**config.mk**
```make
export PLATFORM = sky130hd
export DESIGN_NAME = clkdiv_ctrl
export DESIGN_NICKNAME = d
export VERILOG_FILES = /design/src/rtl/clkdiv_pkg.sv /design/src/rtl/clkdiv_counter.sv /design/src/rtl/clkdiv_ctrl.sv
export SDC_FILE = /design/constraint.sdc
export NUM_CORES = 1
export LEC_CHECK = 0
export ABC_AREA = 1
export BUFFER_PORTS_ARGS = -buffer_cell sky130_fd_sc_hd__buf_2
export CORE_ASPECT_RATIO = 1.75
export CORE_MARGIN = 5
export CORE_UTILIZATION = 50
export DETAILED_ROUTE_END_ITERATION = 7
export PLACE_DENSITY_LB_ADDON = 0.05
export SLEW_MARGIN = 20
export SYNTH_ARGS = -nofsm -noshare
export SYNTH_HDL_FRONTEND = slang
export SYNTH_SLANG_ARGS = --single-unit
```
**constraint.sdc**
```tcl
create_clock -name clock -period 3.7 [get_ports clock]
set_input_delay 0.74 -clock clock [delete_from_list [all_inputs] [get_ports clock]]
set_output_delay 0.74 -clock clock [all_outputs]
set_load 0.01 [all_outputs]
```
**src/rtl/clkdiv_pkg.sv**
```systemverilog
// Shared types and constants for the clock-enable divider controller.
package clkdiv_pkg;

  typedef enum logic {
    IDLE = 1'b0,
    RUN  = 1'b1
  } state_t;

  localparam int MIN_DIV    = 2;
  localparam int CNT_W_DEF  = 27;
  localparam int TCNT_W_DEF = 16;

endpackage

```
**src/rtl/clkdiv_counter.sv**
```systemverilog
// Period counter: counts 0..div-1 while run is high and predicts the next clk_out level.
module clkdiv_counter
  import clkdiv_pkg::*;
#(
  parameter int CNT_W = CNT_W_DEF
) (
  input  logic             clock,
  input  logic             reset,
  input  logic             run,
  input  logic [CNT_W-1:0] div,
  output logic [CNT_W-1:0] cnt,
  output logic             wrap,
  output logic             half
);

  logic [CNT_W-1:0] cnt_d;

  // half compares the next count against the current divisor; a divisor
  // change only happens when cnt_d is zero, which is below any legal half.
  always_comb begin
    wrap  = (cnt == div - CNT_W'(1));
    cnt_d = (run && !wrap) ? cnt + CNT_W'(1) : '0;
    half  = (cnt_d < (div >> 1));
  end

  always_ff @(posedge clock or negedge reset) begin
    if (!reset) begin
      cnt <= '0;
    end else begin
      cnt <= cnt_d;
    end
  end

endmodule

```
**src/rtl/clkdiv_ctrl.sv**
```systemverilog
// Run-time divider controller: start/stop FSM, divisor handshake, tick and divided clock.
module clkdiv_ctrl
  import clkdiv_pkg::*;
#(
  parameter int CNT_W   = CNT_W_DEF,
  parameter int DEF_DIV = 72_000_000,
  parameter int TCNT_W  = TCNT_W_DEF
) (
  input  logic              clock,
  input  logic              reset,
  input  logic              cfg_valid,
  output logic              cfg_ready,
  input  logic [CNT_W-1:0]  cfg_div,
  output logic              cfg_err,
  input  logic              start,
  input  logic              stop,
  output logic              busy,
  output logic              clk_out,
  output logic              tick,
  output logic [TCNT_W-1:0] tick_cnt
);

  state_t           state, state_d;
  logic [CNT_W-1:0] div_q;
  logic [CNT_W-1:0] pend_div;
  logic             pend_v;
  logic [CNT_W-1:0] cnt_unused;
  logic             wrap;
  logic             half;
  logic             run;
  logic             xfer;
  logic             legal;

  clkdiv_counter #(
    .CNT_W(CNT_W)
  ) u_counter (
    .clock(clock),
    .reset(reset),
    .run  (run),
    .div  (div_q),
    .cnt  (cnt_unused),
    .wrap (wrap),
    .half (half)
  );

  always_comb begin
    state_d = state;
    case (state)
      IDLE:    if (start && !stop) state_d = RUN;
      RUN:     if (stop) state_d = IDLE;
      default: state_d = IDLE;
    endcase
    busy      = (state == RUN);
    run       = busy && !stop;
    tick      = busy && wrap;
    cfg_ready = !pend_v;
    xfer      = cfg_valid && cfg_ready;
    legal     = (cfg_div >= CNT_W'(MIN_DIV));
  end

  always_ff @(posedge clock or negedge reset) begin
    if (!reset) begin
      state    <= IDLE;
      div_q    <= CNT_W'(DEF_DIV);
      pend_div <= '0;
      pend_v   <= 1'b0;
      clk_out  <= 1'b0;
      tick_cnt <= '0;
      cfg_err  <= 1'b0;
    end else begin
      state   <= state_d;
      clk_out <= (state_d == RUN) && half;
      cfg_err <= xfer && !legal;
      if (tick) tick_cnt <= tick_cnt + TCNT_W'(1);
      // A legal divisor taken while stopping goes straight to div_q,
      // matching the apply-on-entry-to-IDLE rule for a pending value.
      if (pend_v) begin
        if (tick || stop) begin
          div_q  <= pend_div;
          pend_v <= 1'b0;
        end
      end else if (xfer && legal) begin
        if (state == IDLE || stop) begin
          div_q <= cfg_div;
        end else begin
          pend_div <= cfg_div;
          pend_v   <= 1'b1;
        end
      end
    end
  end

endmodule

```
Word-level counts from Yosys, hierarchy flattened --
Index checks and enable logic that the tools add are counted.
Operators by class: reduce and logical (&&, ||, !) cells 18, add/sub/neg operators 3, magnitude comparators 2, bitwise logic cells 3, equality and inequality tests 2, muxes and demuxes 12
Operators with widths (number):
- 27-bit two-way mux | 5
- 27-bit by 1-bit adder with 27-bit output (second input constant) | 1
- 27-bit equality test | 1
- 27-bit by 2-bit >= comparator with 1-bit output (second input constant) | 1
- 27-bit by 26-bit < comparator with 1-bit output | 1
- 27-bit by 1-bit subtractor with 27-bit output (second input constant) | 1
- 16-bit by 1-bit adder with 16-bit output (second input constant) | 1
- 1-bit logical AND | 8
- 1-bit two-way mux | 6
- 3-bit AND reduction | 2
- 1-bit zero test | 4
- 2-bit nonzero test | 2
- 1-bit NOT | 3
- 1-bit logical OR | 2
- 2-bit by 1-bit inequality test with 1-bit output (second input constant) | 1
- 1-bit case mux with 2 select lines | 1
Storage, ports and cells: input port bits 32, logic and storage cells 48, flip-flop bits (word level) 101

Depth between registers and ports, before layout --
Gate-level depths: netlist (run 1).
depth after elaboration 7, depth in mapped cells 24

Hierarchy --
A second synthesis (run 1) with hierarchy kept.
Unflattened totals: cells, all modules 959, area total of the unflattened synthesis 7026.7 um^2
By module, submodules not included:
- clkdiv_ctrl | instances 1, cells each 447, area an instance 3647.2 um^2
- clkdiv_counter | instances 1, cells each 512, area an instance 3379.5 um^2

Worst setup path after synthesis (run 1) --
No wires, ideal clock.
kind register -> register, start point register div_q[0], end point register clk_out, clock period less this slack 3.295 ns, setup slack 0.405 ns, data arrival time 3.171 ns, setup time 0.124 ns, stages on the path, launching flop included 22, path through dfrtp_1 -> inv_2 -> ha_1 -> nand2_2 -> nor2_8 -> nand3_4 -> nor2_4 -> nand2_1 -> a21oi_1 -> nand2_1 -> nor2_4 -> nand3_1 -> nand2_1 -> buf_2 -> nor2_1 -> ha_1 -> nand2_1 -> inv_1 -> nand4_1 -> or3b_2 -> nor3_1 -> a21oi_1
On the way: word-level cells in the longest chain between the ends 7
Ends and longest elaborated chain:
- from (decl) | line clkdiv_ctrl.sv:24 | logic [CNT_W-1:0] div_q;
- from (signal assigned) | line clkdiv_ctrl.sv:64 | div_q <= CNT_W'(DEF_DIV);
- from (signal assigned) | line clkdiv_ctrl.sv:79 | div_q <= pend_div;
- from (signal assigned) | line clkdiv_ctrl.sv:84 | div_q <= cfg_div;
- 27-bit by 1-bit subtractor with 27-bit output | line clkdiv_counter.sv:21 | wrap = (cnt == div - CNT_W'(1));
- 27-bit equality test | line clkdiv_counter.sv:21
- 1-bit zero test | line clkdiv_counter.sv:22 | cnt_d = (run && !wrap) ? cnt + CNT_W'(1) : '0;
- 1-bit logical AND | line clkdiv_counter.sv:22
- 27-bit two-way mux | line clkdiv_counter.sv:22
- via u_counter.cnt_d[18] | line clkdiv_counter.sv:16 | logic [CNT_W-1:0] cnt_d;
- 27-bit by 26-bit < comparator with 1-bit output | line clkdiv_counter.sv:23 | half = (cnt_d < (div >> 1));
- 1-bit logical AND | line clkdiv_ctrl.sv:72 | clk_out <= (state_d == RUN) && half;
- to (signal assigned) | line clkdiv_ctrl.sv:72
- to (decl) | line clkdiv_ctrl.sv:18 | output logic clk_out,
The timed path passes the listed nets, and every way through them passes these cells. A chain may end at the register's enable or synchronous reset.

Final worst setup path (run 1) --
Same ends and word-level chain as after synthesis.

==> results of run 1 <==
==> registers in the layout, indices dropped and copies added (netlist names) <==
| register | count |
|---|---|
| busy | 1 |
| clk_out | 1 |
| div_q | 27 |
| tick_cnt | 16 |
| u_counter.cnt | 27 |
| cfg_err | 1 |
| pend_v | 1 |
| pend_div | 27 |
==> worst max-delay path, cell delays in order (launching register included) <==
cell and delay [ns]:
dfrtp_1 0.39, inv_2 0.12, ha_2 0.21, nand2_2 0.13, nor2_2 0.17, nand2_2 0.13
o21ai_1 0.13, nand2_1 0.11, nor2_1 0.11, nand2_1 0.09, nor2_4 0.13, nand3_2 0.12
nand2_4 0.12, buf_4 0.20, a21oi_1 0.08, ha_1 0.28, nand4_1 0.07, or3b_2 0.44
nor3_1 0.20, a21oi_1 0.09
==> how the worst max path moves through the flow <==
stage	start	endpoint	slack, ns	cells past startpoint
after floorplan	div_q[0]	clk_out	0.40	21
after global placement	div_q[0]	clk_out	0.12	23
after detailed placement	div_q[0]	clk_out	0.05	19
after CTS	div_q[0]	clk_out	0.04	19
after global routing	div_q[0]	clk_out	-0.02	23
final	div_q[0]	clk_out	0.23	19
==> layer usage <==
layer  GRT usage (%)  vias up
li1                -     3090
met1            27.6     2828
met5               0        -
met3            2.64       51
met2            42.0      136
met4            11.2        0
==> cell usage after synthesis (all sizes together), types with 2 or more instances <==
master / count
nand3b: 8
nor4: 6
inv: 130
xnor2: 31
nor3: 18
ha: 28
a211oi: 2
nor2: 122
nor3b: 2
nand4: 28
buf: 11
dfstp: 7
mux2: 9
nand2: 239
o21ai: 50
xor2: 29
dfrtp: 94
a21oi: 58
clkbuf: 12
nand3: 39
o211ai: 2
==> area by class of cell <==
type / instances / area [µm²]
sequential: 101 / 2540
clock inverter: 7 / 105
multi-input combinational: 676 / 3950
fill: 1371 / 5900
clock buffer: 9 / 225
timing repair buffer: 76 / 480
inverter: 130 / 488
tap: 177 / 221
==> power by group through the flow <==
| stage | Sequential (W) | Combinational [W] | Clock, W |
|---|---|---|---|
| 3_3_place_gp | 0.00139 | 0.000821 | 0 |
| 5_1_grt | 0.00140 | 0.000948 | 0.00114 |
| 4_1_cts | 0.00138 | 0.000829 | 0.00111 |
| 3_5_place_dp | 0.00140 | 0.000824 | 0 |
| 6_report | 0.00138 | 0.000829 | 0.00107 |
| 2_1_floorplan | 0.00136 | 0.000598 | 0 |
==> per-stage QoR <==
stage	utilization, %	TNS (ns)	std cells	power (W)	area [µm²]
after floorplan	-	0	930	0.00196	7050
after global placement	54.7	0	1159	0.00222	7610
after detailed placement	54.7	0	1159	0.00222	7610
after CTS	57.1	0	1175	0.00331	7940
after global routing	57.6	-0.0197	1176	0.00349	8010
final	57.6	0	1176	0.00328	8010
==> cell families (layout without fill, tap and decap cells) <==
kind of cell / Yosys count / after routing / synth area share, %
XOR/XNOR: 60 / 60 / 7.56
multiplexers: 9 / 9 / 1.54
AO/OA/AOI/OAI: 114 / 114 / 10.5
flip-flops: 101 / 101 / 36.0
adder cells (fa/ha/maj): 28 / 28 / 4.97
AND/OR/NAND/NOR: 465 / 465 / 30.5
buffers and inverters: 153 / 222 / 8.96
==> what timing repair did <==
item	CTS	global route
endpoints found under the setup margin	0	2
resized for setup	0	18
buffers inserted	0	1
==> flow_metrics.tcl, run 1 <==
set metrics [dict create \
    pwr-share-seq_pct 42.0 \
    critPathLaunchType "register" \
    numCtsBuffers 9 \
    r2r_end "clk_out" \
    dr_wl_met2_um 10000 \
    max-cap-violations 0 \
    swShare_pct 34.3 \
    pre_cts_ws_ns 0.0486 \
    wl_met1_um 7380 \
    fin_nets 1054 \
    synth_seq_area_share_pct 36.0 \
    netSwitchingPower_w 0.00112 \
    setup_ws_ns 0.233 \
    ant_nets 0 \
    antenna_found_initial 0 \
    slew_headroom_pct 51.3 \
    die_w_um 99.8 \
    synth-edff-count 0 \
    dr_wl_met3_um 530 \
    cts_tree "built" \
    h-tree-depth 3 \
    reg2reg_from "div_q[0]" \
    p_per_area_nw_per_um2 409 \
    status "finished clean" \
    num_rows 57 \
    grt_max_degree 56 \
    setup_viol 0 \
    firstDrtPassIters 5 \
    final_hold_viol_count 0 \
    power.share.combinational_pct 25.3 \
    avgSynthCellArea_um2 7.58 \
    yosys-top-cells-area "dfrtp_1, nand2_1, inv_1" \
    antenna_cells 0 \
    min_period_over_period_pct 93.7 \
    gp_congestion 0.917 \
    finalCriticalPeriod_ns 3.47 \
    layout_common_cells "nand2_1, inv_1, dfrtp_1" \
    fmax_mhz 288 \
    syn_nets 990 \
    finClkSkew_ns 0.00900 \
    whs_ns 0.354 \
    initial_core_util_pct 50.7 \
    grtUsageTotal_pct 23.6 \
    clkSinkCount 101 \
    die_area_um2 16700 \
    drt_iter0_drc 303 \
    synth_top_area_share_pct 33.4 \
    clockRootBuffer "clkbuf_16" \
    syn_inst 930 \
    crit_required_ns 3.94 \
    core_area_um2 13900 \
    tightest_slew_ns 0.730 \
    grt_pass1_vias 6235 \
    layout-drive-gt1-share_pct 22.3 \
    clock_latency_ns 0.35 \
    critical_path_class "reg2reg" \
    routedWlPerCell_um 15.9 \
    synth_seq_cells 101 \
    yosysTopAreaCell "dfrtp_1" \
    grt_overflow 0 \
    async_flop_share_pct 100 \
    crit_fanout 11 \
    reg2reg_depth 19 \
    internal_power_w 0.00215 \
    cts.reportedPaths.clkPinSlew_ns 0.08 \
    grt_pass1_wl_um 30900 \
    r2r_slack_ns 0.23 \
    leakage_nw 3.75 \
    synth_warnings 0 \
    area_growth_pct 13.6 \
    rsz0062_at_grt "true" \
    ir_drop_mv 0.264 \
    hp-class "in2async" \
    ctsHoldBuffers 0 \
    die_h_um 167 \
    vias 6105 \
    wirelength_um 18700 \
    ys.flop_type "dfrtp_1" \
    cts_buffer_depth 2 \
    slew_viol_final 0 \
    ios 53 \
    setup.worst_path.end_class "register" \
    port_buffers 52 \
    maxUsedRoutingLayer "met4" \
    cp_data_arrival_time_ns 3.70 \
    ys_types 43 \
    clockPowerShare_pct 32.7 \
    syn_area_um2 7050 \
    dp_hpwl_um 15200 \
    drc 0 \
    layout_commonest_cell "nand2_1" \
    viasPerCell 5.19 \
]
No activity file was read; power rests on OpenSTA's default activity.
==> run 2: changes to the inputs <==
--- a/config.mk
+++ b/config.mk
@@ -9,7 +9,7 @@
 export BUFFER_PORTS_ARGS = -buffer_cell sky130_fd_sc_hd__buf_2
 export CORE_ASPECT_RATIO = 1.75
 export CORE_MARGIN = 5
-export CORE_UTILIZATION = 50
+export CORE_UTILIZATION = 59
 export DETAILED_ROUTE_END_ITERATION = 7
 export PLACE_DENSITY_LB_ADDON = 0.05
 export SLEW_MARGIN = 20
==> run 2 against run 1 <==
Net effect:
- non-clock buffer count is 7 higher
- design area is 0.44% lower
- largest power group unchanged
- sequential power hardly changed
- fmax is 1.1% lower
- routed wire length is 4.0% higher
- worst hold slack better by 0.11 ns
- clock power is 12% lower
- final cell count is 2.8% lower
- clock skew hardly changed
==> flow_metrics.tcl, run 2 (synthesis results as in run 1) <==
set metrics [dict create \
    antenna_cells 0 \
    swShare_pct 35.6 \
    cp_data_arrival_time_ns 3.74 \
    internal_power_w 0.00205 \
    power.share.combinational_pct 27.3 \
    leakage_nw 3.76 \
    grt_pass1_vias 6596 \
    viasPerCell 5.52 \
    grtUsageTotal_pct 28.8 \
    h-tree-depth 3 \
    cp_cell_sequence "inv_1 -> ha_4 -> nand2_2 -> nor2_2 -> nand2_1 -> o21ai_1 -> nand2_1 -> nor2_1 -> nand2_1 -> nor2_4 -> nand3_2 -> nand2_4 -> buf_4 -> nor2_1 -> ha_1 -> nand4_1 -> or3b_2 -> nor3_2 -> buf_4 -> a21oi_1" \
    grt_overflow 0 \
    ios 53 \
    critPathLaunchType "register" \
    firstDrtPassIters 4 \
    pwr-share-seq_pct 43.3 \
    tns_ns 0 \
    routedWlPerCell_um 17.0 \
    dp_hpwl_um 15700 \
    final_hold_viol_count 0 \
    layout_commonest_cell "nand2_1" \
    slowest_delay_ns 0.47 \
    fin_nets 1061 \
    wirelength_um 19500 \
    vias 6309 \
    clockPowerShare_pct 29.4 \
    startpoint "div_q[1]" \
    gp_congestion 0.981 \
    numCtsBuffers 9 \
    die_w_um 92.6 \
    clockRootBuffer "clkbuf_16" \
    p_per_area_nw_per_um2 400 \
    crit_required_ns 3.93 \
    r2r_end "clk_out" \
    critical_path_class "reg2reg" \
    slew_headroom_pct 50.0 \
    setup_viol 0 \
    drc 0 \
    initial_core_util_pct 59.4 \
    tightest_slew_ns 0.750 \
    reg2reg_from "div_q[1]" \
    ctsHoldBuffers 0 \
    crit_slowest_cell "or3b_2" \
    die_h_um 155 \
    grt_max_degree 57 \
    drt_iter0_drc 256 \
    finalCriticalPeriod_ns 3.51 \
    finClkSkew_ns 0.00870 \
    crit_path_frequent_cell "nand2_1" \
    cts_tree "built" \
    ant_nets 0 \
    area_growth_pct 13.1 \
    crit_fanout 6 \
    layout-drive-gt1-share_pct 22.7 \
    clock_latency_ns 0.35 \
    reg_top3 "div_q (27), pend_div (27), u_counter.cnt (27)" \
    grt_pass1_wl_um 32100 \
    r2r_slack_ns 0.19 \
    core_area_um2 11900 \
    clkSinkCount 101 \
    min_period_over_period_pct 94.8 \
    die_area_um2 14300 \
    setup.worst_path.end_class "register" \
    port_buffers 52 \
    slew_viol_final 0 \
    netSwitchingPower_w 0.00114 \
    max-cap-violations 0 \
    fmax_mhz 285 \
    ir_drop_mv 0.274 \
    cts_buffer_depth 2 \
    pre_cts_ws_ns -0.0665 \
    fill_cells 1050 \
    layout_common_cells "nand2_1, inv_1, dfrtp_1" \
    status "finished clean" \
    finalNonFillerCells 1143 \
    crit_path_end "clk_out" \
    num_rows 53 \
    hp-class "in2async" \
    antenna_found_initial 0 \
    reg2reg_depth 20 \
    placed_cells 1126 \
    cts.reportedPaths.clkPinSlew_ns 0.08 \
    setup_ws_ns 0.193 \
]
-- run 2: cell count changes in the layout (fill, tap and decap cells not counted), sizes merged --
cell | previous run | this run
buf | 76 | 83
bufinv | 2 | 0
clkbuf | 9 | 11
clkinv | 2 | 1
clkinvlp | 0 | 1
-- run 2: power by group through the flow --
stage               sequential (W)  combinational (W)  clock [W]
CTS                        0.00138           0.000858   0.000949
global route               0.00140           0.000985    0.00100
detailed placement         0.00140           0.000850          0
floorplan                  0.00136           0.000598          0
finish                     0.00138           0.000869   0.000938
global placement           0.00139           0.000829          0
-- run 2: metal layers --
metal / global-route usage (%) / vias up / wire [µm]
met4: 18.2 / 0 / 1240
met5: 0 / - / 0
met3: 3.36 / 69 / 728
met1: 30.0 / 2942 / 6970
met2: 53.5 / 193 / 10500
li1: - / 3105 / -
-- run 2: how the worst min path moves through the flow --
| stage | endpoint | startpoint | cells past startpoint | slack, ns |
|---|---|---|---|---|
| after floorplan | busy | reset | 0 | 0.44 |
| after global placement | div_q[13] | div_q[13] | 2 | 0.51 |
| after detailed placement | div_q[13] | div_q[13] | 2 | 0.52 |
| after CTS | u_counter.cnt[1] | reset | 1 | 0.49 |
| after global routing | u_counter.cnt[2] | reset | 1 | 0.52 |
| final | u_counter.cnt[2] | reset | 1 | 0.46 |
-- run 2: timing repair --
action / CTS / global route
cloned: 0 / 0
setup buffers: 0 / 1
setup endpoints to repair: 1 / 2
resized for setup: 2 / 16
pin swaps: 0 / 3
-- run 2: per-stage QoR --
stage | utilization (%) | instance area (µm²) | power [W] | hold WS (ns)
floorplan | - | 7050 | 0.00196 | 0.444
global placement | 64.0 | 7600 | 0.00222 | 0.507
detailed placement | 64.0 | 7600 | 0.00225 | 0.519
CTS | 66.4 | 7890 | 0.00318 | 0.488
global route | 67.2 | 7970 | 0.00339 | 0.515
finish | 67.2 | 7970 | 0.00319 | 0.460
-- run 2: worst max-delay path, delay by kind of cell (launching register included) --
family,cells,cell delay (ns)
AND/OR/NAND/NOR,13,1.94
AO/OA/AOI/OAI,2,0.20
flip-flops,1,0.40
buffers and inverters,3,0.38
adder cells (fa/ha/maj),2,0.49
-- run 2: area by class of cell --
type | count | area (µm²) | share of cell area [%]
clock buffers | 11 | 243 | 3.04
well taps | 137 | 171 | 2.15
inverters | 130 | 488 | 6.12
flip-flops and latches | 101 | 2540 | 31.8
clock inverters | 5 | 41.3 | 0.518
multi-input cells | 676 | 3960 | 49.6
repair buffers | 83 | 537 | 6.73
==> run 3: changes to the inputs <==
--- a/config.mk
+++ b/config.mk
@@ -10,6 +10,7 @@
 export CORE_ASPECT_RATIO = 1.75
 export CORE_MARGIN = 5
 export CORE_UTILIZATION = 59
+export CTS_BUF_LIST = sky130_fd_sc_hd__clkbuf_2 sky130_fd_sc_hd__clkbuf_4 sky130_fd_sc_hd__clkbuf_8
 export DETAILED_ROUTE_END_ITERATION = 7
 export PLACE_DENSITY_LB_ADDON = 0.05
 export SLEW_MARGIN = 20
==> run 3 against run 2 <==
Net effect:
- highest routed layer unchanged
- final cell count about the same
- critical endpoint unchanged
- die area stayed put
- sequential cell count unchanged
- design area decreased by 1.5%
==> flow_metrics.tcl, run 3 (synthesis results as in run 1) <==
set metrics [dict create \
    min_period_over_period_pct 96.9 \
    crit_required_ns 3.97 \
    vias 6246 \
    drc 0 \
    hp-class "in2async" \
    antenna_found_initial 0 \
    area_growth_pct 11.4 \
    cp_data_arrival_time_ns 3.86 \
    max-cap-violations 0 \
    die_area_um2 14300 \
    grt_max_degree 57 \
    tightest_slew_ns 0.765 \
    leakage_nw 3.72 \
    firstDrtPassIters 4 \
    pre_cts_ws_ns -0.0665 \
    antenna_cells 0 \
    r2r_slack_ns 0.12 \
    ant_nets 0 \
    grt_pass1_wl_um 31700 \
    final_hold_viol_count 0 \
    r2r_end "clk_out" \
    p_per_area_nw_per_um2 375 \
    cts_tree "built" \
    drt_iter0_drc 228 \
    layout-drive-gt1-share_pct 22.3 \
    viasPerCell 5.46 \
    h-tree-depth 3 \
    num_rows 53 \
    post-route-util_pct 66.2 \
    reg2reg_depth 21 \
    fin_nets 1062 \
    slew_viol_final 0 \
    ir_drop_mv 0.252 \
    ctsHoldBuffers 0 \
    grt_pass1_vias 6574 \
    initial_core_util_pct 59.4 \
    finalCriticalPeriod_ns 3.58 \
    gp_congestion 0.981 \
    fmax_mhz 279 \
    status "finished clean" \
    reg2reg_from "div_q[1]" \
    grt_overflow 0 \
    clockRootBuffer "clkbuf_8" \
    slew_headroom_pct 49.0 \
    clock_latency_ns 0.39 \
    die_h_um 155 \
    finClkSkew_ns 0.0182 \
    grtUsageTotal_pct 28.4 \
    layout_common_cells "nand2_1, inv_1, dfrtp_1" \
    tns_ns 0 \
    ios 53 \
    port_buffers 52 \
    cts.reportedPaths.clkPinSlew_ns 0.11 \
    cts_buffer_depth 2 \
    die_w_um 92.6 \
    critical_path_class "reg2reg" \
    setup_ws_ns 0.115 \
    setup_viol 0 \
    wirelength_um 19300 \
    routedWlPerCell_um 16.8 \
    core_area_um2 11900 \
    layout_commonest_cell "nand2_1" \
    dp_hpwl_um 15700 \
    setup.worst_path.end_class "register" \
    numCtsBuffers 9 \
    critPathLaunchType "register" \
    reg_top3 "div_q (27), pend_div (27), u_counter.cnt (27)" \
    crit_fanout 6 \
    clkSinkCount 101 \
    rsz0062_at_grt "true" \
]
==> run 3: cell types whose count changed in the layout (fill, tap and decap cells not counted), sizes merged <==
cell / before / now
buf: 83 / 84
==> run 3: cell type report <==
class,instances,area (µm²)
Clock buffer,11,145
Clock inverter,5,41.3
Fill cell,1069,4010
Inverter,130,488
Multi-Input combinational cell,676,3930
Sequential cell,101,2540
Tap cell,137,171
Timing Repair Buffer,84,544
==> run 3: worst max-delay path by stage <==
stage,startpoint,end,slack [ns],cells after the start
floorplan,div_q[0],clk_out,0.40,21
global placement,div_q[1],clk_out,0.08,23
detailed placement,div_q[1],clk_out,-0.07,23
CTS,div_q[1],clk_out,0.05,22
global route,div_q[1],clk_out,-0.05,21
finish,div_q[1],clk_out,0.12,21
==> run 3: worst max-delay path: stages (launching register included) <==
cell and delay, ns:
dfrtp_1 0.41, inv_1 0.10, ha_2 0.20, nand2_2 0.13
nor2_2 0.17, nand2_1 0.16, o21ai_1 0.15, nand2_1 0.09
nor2_1 0.11, nand2_1 0.09, nor2_4 0.13, nand3_2 0.12
nand2_4 0.12, buf_4 0.11, buf_4 0.09, nor2_1 0.05
ha_1 0.32, nand4_1 0.10, or3b_2 0.44, nor3_1 0.18
buf_4 0.13, a21oi_1 0.05
==> run 3: metal layers <==
| layer | vias up | global-route usage [%] | share of wire, % | routed length (µm) |
|---|---|---|---|---|
| met5 | - | 0 | 0 | 0 |
| met4 | 0 | 17.5 | 6.4 | 1240 |
| met3 | 81 | 3.70 | 3.5 | 665 |
| met2 | 152 | 53.2 | 54 | 10400 |
| met1 | 2905 | 29.3 | 36 | 6950 |
| li1 | 3108 | - | - | - |
==> run 3: through the flow <==
| step | hold WS, ns | total power, W | instances | area [µm²] |
|---|---|---|---|---|
| 5_1_grt | 0.459 | 0.00314 | 1144 | 7860 |
| 3_3_place_gp | 0.507 | 0.00222 | 1126 | 7600 |
| 4_1_cts | 0.425 | 0.00296 | 1142 | 7790 |
| 6_report | 0.404 | 0.00294 | 1144 | 7860 |
| 2_1_floorplan | 0.444 | 0.00196 | 930 | 7050 |
| 3_5_place_dp | 0.519 | 0.00225 | 1126 | 7600 |
==> run 3: where the power goes <==
part | total [W] | switching [W] | internal (W)
combinational | 0.000860 | 0.000554 | 0.000306
clock | 0.000708 | 0.000428 | 0.000280
sequential | 0.00138 | 0.000122 | 0.00126
total | 0.00294 | 0.00110 | 0.00184
==> run 3: repair_timing <==
| action | in CTS | in global routing |
|---|---|---|
| setup buffers | 0 | 2 |
| gates resized for setup | 2 | 10 |
| pin swaps | 0 | 3 |
| endpoints found under the setup margin | 1 | 2 |
